**config.mk**
```make
export PLATFORM = sky130hd
export DESIGN_NAME = debounce_sync_filter_flat
export DESIGN_NICKNAME = d
export VERILOG_FILES = /design/src/rtl/debounce_sync_filter_if.sv /design/src/rtl/debounce_sync_filter.sv /design/src/flat_wrapper.sv
export SDC_FILE = /design/constraint.sdc
export NUM_CORES = 1
export LEC_CHECK = 0
export BUFFER_PORTS_ARGS = -buffer_cell sky130_fd_sc_hd__buf_2
export CAP_MARGIN = 10
export CORE_MARGIN = 4
export CORE_UTILIZATION = 35
export DETAILED_ROUTE_END_ITERATION = 8
export PLACE_DENSITY_LB_ADDON = 0.12
export RECOVER_POWER = 100
export SLEW_MARGIN = 20
export SYNTH_ARGS = -nofsm -noshare
export SYNTH_HDL_FRONTEND = slang
export SYNTH_SLANG_ARGS = --single-unit
```
**constraint.sdc**
```tcl
create_clock -name clk_i -period 1.65 [get_ports clk_i]
set_input_delay 0.2475 -clock clk_i [delete_from_list [all_inputs] [get_ports clk_i]]
set_output_delay 0.2475 -clock clk_i [all_outputs]
set_load 0.1 [all_outputs]
```
**src/rtl/debounce_sync_filter_if.sv**
```systemverilog
// Level/pulse bundle between a raw pin source and the debounce filter.
interface debounce_sync_filter_if;
  logic data_i;
  logic level_o;
  logic rise_o;
  logic fall_o;

  modport master (
    output data_i,
    input  level_o,
    input  rise_o,
    input  fall_o
  );

  modport slave (
    input  data_i,
    output level_o,
    output rise_o,
    output fall_o
  );
endinterface

```
**src/rtl/debounce_sync_filter.sv**
```systemverilog
// Synchronizer plus stable-count debounce FSM with registered level/edge outputs.
// Define DEBOUNCE_EDGE_PULSE_EN to build the rise_o/fall_o pulse logic.
module debounce_sync_filter #(
  parameter int SYNC_STAGES = 2,
  parameter int STABLE_CNT  = 16,
  parameter int CNT_W       = 8
) (
  input  logic                  clk_i,
  input  logic                  rst_i,
  debounce_sync_filter_if.slave bus
);

  if (SYNC_STAGES < 2 || SYNC_STAGES > 4) begin : g_bad_sync
    $error("SYNC_STAGES must be 2..4");
  end
  if (STABLE_CNT < 1 || STABLE_CNT > 255) begin : g_bad_cnt
    $error("STABLE_CNT must be 1..255");
  end
  if (CNT_W < $clog2(STABLE_CNT + 1) || CNT_W > 32) begin : g_bad_w
    $error("CNT_W too narrow for STABLE_CNT");
  end

  typedef enum logic [1:0] {
    LOW_STABLE,
    LOW_PEND,
    HIGH_STABLE,
    HIGH_PEND
  } state_e;

  localparam logic [CNT_W-1:0] LAST  = CNT_W'(STABLE_CNT - 1);
  localparam logic [CNT_W-1:0] ONE   = CNT_W'(1);
  localparam logic [2:0]       BLANK = 3'(SYNC_STAGES);

  logic [SYNC_STAGES-1:0] sync_q;
  logic                   sync;

  // Plain followers: the first stage may go metastable, so no reset here.
  always_ff @(posedge clk_i) begin
    sync_q <= {sync_q[SYNC_STAGES-2:0], bus.data_i};
  end

  assign sync = sync_q[SYNC_STAGES-1];

  state_e           state_q, state_d;
  logic [CNT_W-1:0] cnt_q, cnt_d;
  logic [2:0]       blank_q, blank_d;
  logic             level_q, level_d;

  always_comb begin
    state_d = state_q;
    cnt_d   = '0;
    blank_d = blank_q;
    // Ignore sync until the chain has refilled after reset.
    if (blank_q != 3'd0) begin
      blank_d = blank_q - 3'd1;
      state_d = LOW_STABLE;
    end else begin
      unique case (state_q)
        LOW_STABLE: begin
          if (sync) begin
            if (STABLE_CNT == 1) begin
              state_d = HIGH_STABLE;
            end else begin
              state_d = LOW_PEND;
              cnt_d   = ONE;
            end
          end
        end
        LOW_PEND: begin
          if (!sync) begin
            state_d = LOW_STABLE;
          end else if (cnt_q == LAST) begin
            state_d = HIGH_STABLE;
          end else begin
            cnt_d = cnt_q + ONE;
          end
        end
        HIGH_STABLE: begin
          if (!sync) begin
            if (STABLE_CNT == 1) begin
              state_d = LOW_STABLE;
            end else begin
              state_d = HIGH_PEND;
              cnt_d   = ONE;
            end
          end
        end
        HIGH_PEND: begin
          if (sync) begin
            state_d = HIGH_STABLE;
          end else if (cnt_q == LAST) begin
            state_d = LOW_STABLE;
          end else begin
            cnt_d = cnt_q + ONE;
          end
        end
        default: state_d = LOW_STABLE;
      endcase
    end
    level_d = (state_d == HIGH_STABLE) || (state_d == HIGH_PEND);
  end

  always_ff @(posedge clk_i) begin
    if (rst_i) begin
      state_q <= LOW_STABLE;
      cnt_q   <= '0;
      blank_q <= BLANK;
      level_q <= 1'b0;
    end else begin
      state_q <= state_d;
      cnt_q   <= cnt_d;
      blank_q <= blank_d;
      level_q <= level_d;
    end
  end

  assign bus.level_o = level_q;

`ifdef DEBOUNCE_EDGE_PULSE_EN
  logic rise_q, rise_d;
  logic fall_q, fall_d;

  always_comb begin
    rise_d = level_d & ~level_q;
    fall_d = ~level_d & level_q;
  end

  always_ff @(posedge clk_i) begin
    if (rst_i) begin
      rise_q <= 1'b0;
      fall_q <= 1'b0;
    end else begin
      rise_q <= rise_d;
      fall_q <= fall_d;
    end
  end

  assign bus.rise_o = rise_q;
  assign bus.fall_o = fall_q;
`else
  assign bus.rise_o = 1'b0;
  assign bus.fall_o = 1'b0;
`endif

endmodule

```
**src/flat_wrapper.sv**
```systemverilog
// flat-port wrapper written by rule: the top's interface ports become plain ports
module debounce_sync_filter_flat 
#(
  parameter int SYNC_STAGES = 2,
  parameter int STABLE_CNT  = 16,
  parameter int CNT_W       = 8
)
  (clk_i, rst_i, bus_data_i, bus_level_o, bus_rise_o, bus_fall_o);
  debounce_sync_filter_if bus_i ();
  input  logic clk_i;
  input  logic rst_i;
  input wire logic [$bits(bus_i.data_i)-1:0] bus_data_i;
  output wire logic [$bits(bus_i.level_o)-1:0] bus_level_o;
  output wire logic [$bits(bus_i.rise_o)-1:0] bus_rise_o;
  output wire logic [$bits(bus_i.fall_o)-1:0] bus_fall_o;
  assign bus_i.data_i = bus_data_i;
  assign bus_level_o = bus_i.level_o;
  assign bus_rise_o = bus_i.rise_o;
  assign bus_fall_o = bus_i.fall_o;
  debounce_sync_filter #(.SYNC_STAGES(SYNC_STAGES), .STABLE_CNT(STABLE_CNT), .CNT_W(CNT_W)) u_core (.clk_i(clk_i), .rst_i(rst_i), .bus(bus_i));
endmodule
```
# Word level (Yosys, flattened, before mapping)
# Cells that the tools add are included.
[totals]
reg_bits = 16
wordCells = 31
[classes]
n_eq_ne = 6
n_mux = 14
n_addsub = 2
n_reduce_logical = 4
[op_table]
columns = ["operator", "count"]
rows = [
  ["case mux 8 bit (4 select lines)", 1],
  ["2-to-1 mux 8 bit", 3],
  ["2-to-1 mux 2 bit", 7],
  ["adder 8 x 1 -> 8 bit, second input constant", 1],
  ["equality test 2 bit, second input constant", 4],
  ["equality test 8 x 4 -> 1 bit, second input constant", 1],
  ["case mux 2 bit (4 select lines)", 1],
  ["nonzero test 3 bit", 1],
  ["subtractor 3 x 1 -> 3 bit, second input constant", 1],
  ["equality test 2 x 1 -> 1 bit, second input constant", 1],
  ["zero test 2 bit", 1],
  ["2-to-1 mux 1 bit", 2],
  ["OR reduction 2 bit", 1],
  ["logical OR 1 bit", 1],
]

# Depth between registers and ports, before layout
[depth]
word_depth = 7
depth_mapped = 5

# Worst setup path after synthesis
# Ideal clock, no wire load.
[synth_path]
path_kind = "flip-flop to flip-flop"
startpoint = "register u_core.cnt_q[4]"
endpoint = "register u_core.level_q (netlist: u_core.bus.level_o)"
t_required_ns = 1.578
arrival_time_ns = 1.237
stages_incl_launch_ff = 4
path_slack_ns = 0.341
period_less_slack_ns = 1.309
cell_sequence = "dfxtp_1 > or4_4 > nor3_4 > mux2i_1"
[synth_between]
elab_chain_cells = 7
[synth_lines]
columns = ["element", "line", "source"]
rows = [
  ["start, declared", "debounce_sync_filter.sv:45", "logic [CNT_W-1:0] cnt_q, cnt_d;"],
  ["start signal, assigned", "debounce_sync_filter.sv:111", "cnt_q <= cnt_d;"],
  ["equality test 8 x 4 -> 1 bit *", "debounce_sync_filter.sv:72, debounce_sync_filter.sv:91", ""],
  ["2-to-1 mux 2 bit, on equally long branches", "debounce_sync_filter.sv:91, debounce_sync_filter.sv:72", ""],
  ["2-to-1 mux 2 bit, on equally long branches", "debounce_sync_filter.sv:89, debounce_sync_filter.sv:70", ""],
  ["case mux 2 bit (4 select lines) *", "debounce_sync_filter.sv:58", "unique case (state_q)"],
  ["2-to-1 mux 2 bit *", "debounce_sync_filter.sv:54", "if (blank_q != 3'd0) begin"],
  ["equality test 2 bit", "debounce_sync_filter.sv:100", "level_d = (state_d == HIGH_STABLE) || (state_d == HIGH_PEND);"],
  ["logical OR 1 bit *", "debounce_sync_filter.sv:100", ""],
  ["end signal, assigned", "debounce_sync_filter.sv:113", "level_q <= level_d;"],
  ["end, declared", "debounce_sync_filter.sv:47", "logic level_q, level_d;"],
]
# Every way passes the cells marked *; elsewhere a longest branch is shown, timed or not.
# A chain may end at the register's enable or synchronous reset.

# Worst setup path after layout
[layout_path]
startpoint = "register u_core.blank_q[0]"
endpoint = "register u_core.cnt_q[1]"
[layout_between]
elab_chain_cells = 2
[layout_lines]
columns = ["element", "line", "source"]
rows = [
  ["start, declared", "debounce_sync_filter.sv:46", "logic [2:0] blank_q, blank_d;"],
  ["start signal, assigned", "debounce_sync_filter.sv:112", "blank_q <= blank_d;"],
  ["nonzero test 3 bit", "debounce_sync_filter.sv:54", ""],
  ["OR reduction 2 bit (no line)", "-", ""],
]
# Every way passes these cells.

==> results.md <==
* Initial antenna violation count at 0
* Met2 WL at between 400 and 500 um
* Critical path arrival at around 1700 ps
* Crit end category: flop
* Routability cong. at ~0.75
* Grt ovf at 0
* Drt pass-1 iters at 3
* Top layer in use: met4
* Detailed Place HPWL at 798 um
* Cell count after synthesis at 73
* Post-route ant nets at 0
* Final hold viol count at 0
* Multi-input logic area at about 360 um2
* DR vias at approximately 500
* Crit path capture: u_core.cnt_q[1]
* Post-Route M1 WL at about 560 um
* Largest net degree at the start of global routing at 9
* Design area at between 700 and 800 um2
* Layout cells sized above 1 at 0.154
* Synth Cell Area at just over 700 um2
* Die Span X at roughly 53 um
* Critical R2R Capture: u_core.cnt_q[1]
* Max-slew headroom at 0.640
* Hold_buf cts at 0
* HP Class: input port to flop
* IO Count at 6
* Worst vdd ir at around 0.00066 V
* Fin worst setup slack at around 140 ps
* Drt total wl at approximately 1000 um
* Num CTS Buffers at 3
* Height of the die at between 50 and 60 um
* Mean area per synthesized cell at roughly 9.7 um2
* R2R depth at 5
* Post-CTS Resized at 0
* Post-synthesis cell type count at 28
* Leak at approximately 0.28 nW
* Core area at 1940 um2
* Port bufs at 3
* Critical path class: flop to flop
* Startpoint types: flop
* Max cap viols at 0
* Worst-path clk slew at 90 ps
* DP Area at approximately 750 um2
* Full die area at about 2800 um2
* Slowest cell on crit path: dfxtp_1
* Hold slack at 59.1 ps
* Synth Warn # at 0
* Clock Latency Late Sink at between 200 and 300 ps
* Site row count at 16
* Period utilization at 0.915
* Status: complete, no violations
* Root buffer cell: clkbuf_4
* CTS tree: done
* Num Clock Sinks at 16
* Setup Skew at approximately 1.9 ps
* H-tree levels at 1
* Final setup vio count at 0
* Crit Reg-Reg Startpoint: u_core.blank_q[0]
* Fillcell total at about 200
* Fmax at around 660 MHz
* RSZ-0062 raised after global routing: false
* Post-CTS setup buffers at 0
* Register area share after synthesis at 0.452
* Yosys reg bits at 16
* Routed len/inst at between 9 and 10 um
* Vias in the first global route at 432
* WL met3 at about 40 um
* CP startpoint: u_core.blank_q[0]
* DRT iter0 DRCs at 5
* Area growth syn-to-layout at 7.77%
* Final Max Tran Viols at 0
* Nets at 86
* Pwr dens at roughly 1100 nW/um2
* Reg-to-reg slack, setup at between 100 and 150 ps
* CP max stage delay at 320 ps
* CP cell instances: inv_1 > ha_1 > nor3b_2 > nand3_1 > nor3b_1
* WP data required at between 1500 and 2000 ps
* Worst-margin pin slew at 542 ps
* Critical-path maximum fanout at 7
* First-pass GRT wire length at between 1500 and 2000 um
* Total GRT Usage at 0.0898
* Initial Util at 0.365
* N_diodes at 0
* Place WS at ~130 ps
* Post-DR vias/cell at ~4.7
* FF/Latch Area at 320 um2
* Setup tns final at 0 ps
* Max clock buf depth at 2
* DR DRC count at 0
* Min Tclk post-route at 1510 ps
## synthesized netlist by cell type, drive strengths merged
cell type,number,share of area
a221o,1,0.014
conb,1,0.0053
nand3,4,0.035
nand2,7,0.037
a21oi,5,0.035
inv,4,0.021
or3,3,0.027
nor3b,2,0.028
xor2,1,0.012
ha,3,0.053
mux2i,4,0.057
mux2,1,0.016
nor2,6,0.032
dfxtp,16,0.45
nand2b,1,0.0088
o21ai,2,0.014
or2,1,0.0088
nor3,1,0.023
nor4,1,0.0088
a211oi,1,0.018
o31ai,1,0.011
o21bai,1,0.011
or4,2,0.027
xnor2,2,0.025
buf,2,0.021
## per-stage QoR
stage	instances	utilization	total power, W
finish	105	0.393	0.000840
global route	105	0.393	0.000887
CTS	105	0.396	0.000853
detailed placement	102	0.384	0.000647
global placement	102	0.384	0.000645
floorplan	74	-	0.000621
## state kept, by name (all words and copies together), names as in the netlist
| name | cells |
|---|---|
| u_core.blank_q | 3 |
| u_core.bus.level_o | 1 |
| u_core.cnt_q | 8 |
| u_core.state_q | 2 |
| u_core.sync_q | 2 |
## final cells by class
type	count	area share
clock buffer	3	0.0295
multi-input combinational	52	0.467
sequential	16	0.420
inverter	4	0.0197
timing repair buffer	3	0.0197
tap	27	0.0443
## how the worst min path moves through the flow
stage	from	to	slack (ps)	cells past startpoint
after floorplan	bus_data_i	u_core.sync_q[0]	280	0
after global placement	u_core.sync_q[0]	u_core.sync_q[1]	310	0
after detailed placement	u_core.sync_q[0]	u_core.sync_q[1]	320	0
after CTS	bus_data_i	u_core.sync_q[0]	50	1
after global routing	bus_data_i	u_core.sync_q[0]	50	1
final	bus_data_i	u_core.sync_q[0]	60	1
## cell usage in the layout, fill, tap and decap left out, types with 2 or more instances in the layout
master,count
a21oi_1,5
o21ai_0,2
inv_1,4
clkbuf_4,3
nor2_1,6
nand3_1,3
dfxtp_1,16
or3_1,3
conb_1,2
xnor2_1,2
nand2_1,7
mux2i_1,4
ha_1,3
buf_2,2
## logic make-up after synthesis
family,count (synthesis),share of synthesized area
AND/OR/NAND/NOR,28,0.235
flip-flops,16,0.452
AO/OA/AOI/OAI,11,0.102
buffers and inverters,6,0.0424
multiplexers,5,0.0724
adder cells (fa/ha/maj),3,0.0530
XOR/XNOR,3,0.0371
other,1,0.00530
## where the power goes
part	total (W)	switching (W)	internal [W]
clock	0.000203	0.000118	0.0000848
sequential	0.000451	0.0000248	0.000426
combinational	0.000187	0.000100	0.0000860
## per-layer routing
metal  vias up  track usage
met5         -            0
li1        262            -
met1       223        0.109
met3         5       0.0338
met2         8        0.116
met4         0       0.0894
## critical path: cells and delay by family, from the launching register on
family | cells | cell delay (ps)
adders and majority gates | 1 | 190
and+or+nand+nor | 3 | 840
DFF | 1 | 320
buffers and inverters | 1 | 80
No activity file was read; power rests on OpenSTA's default activity.
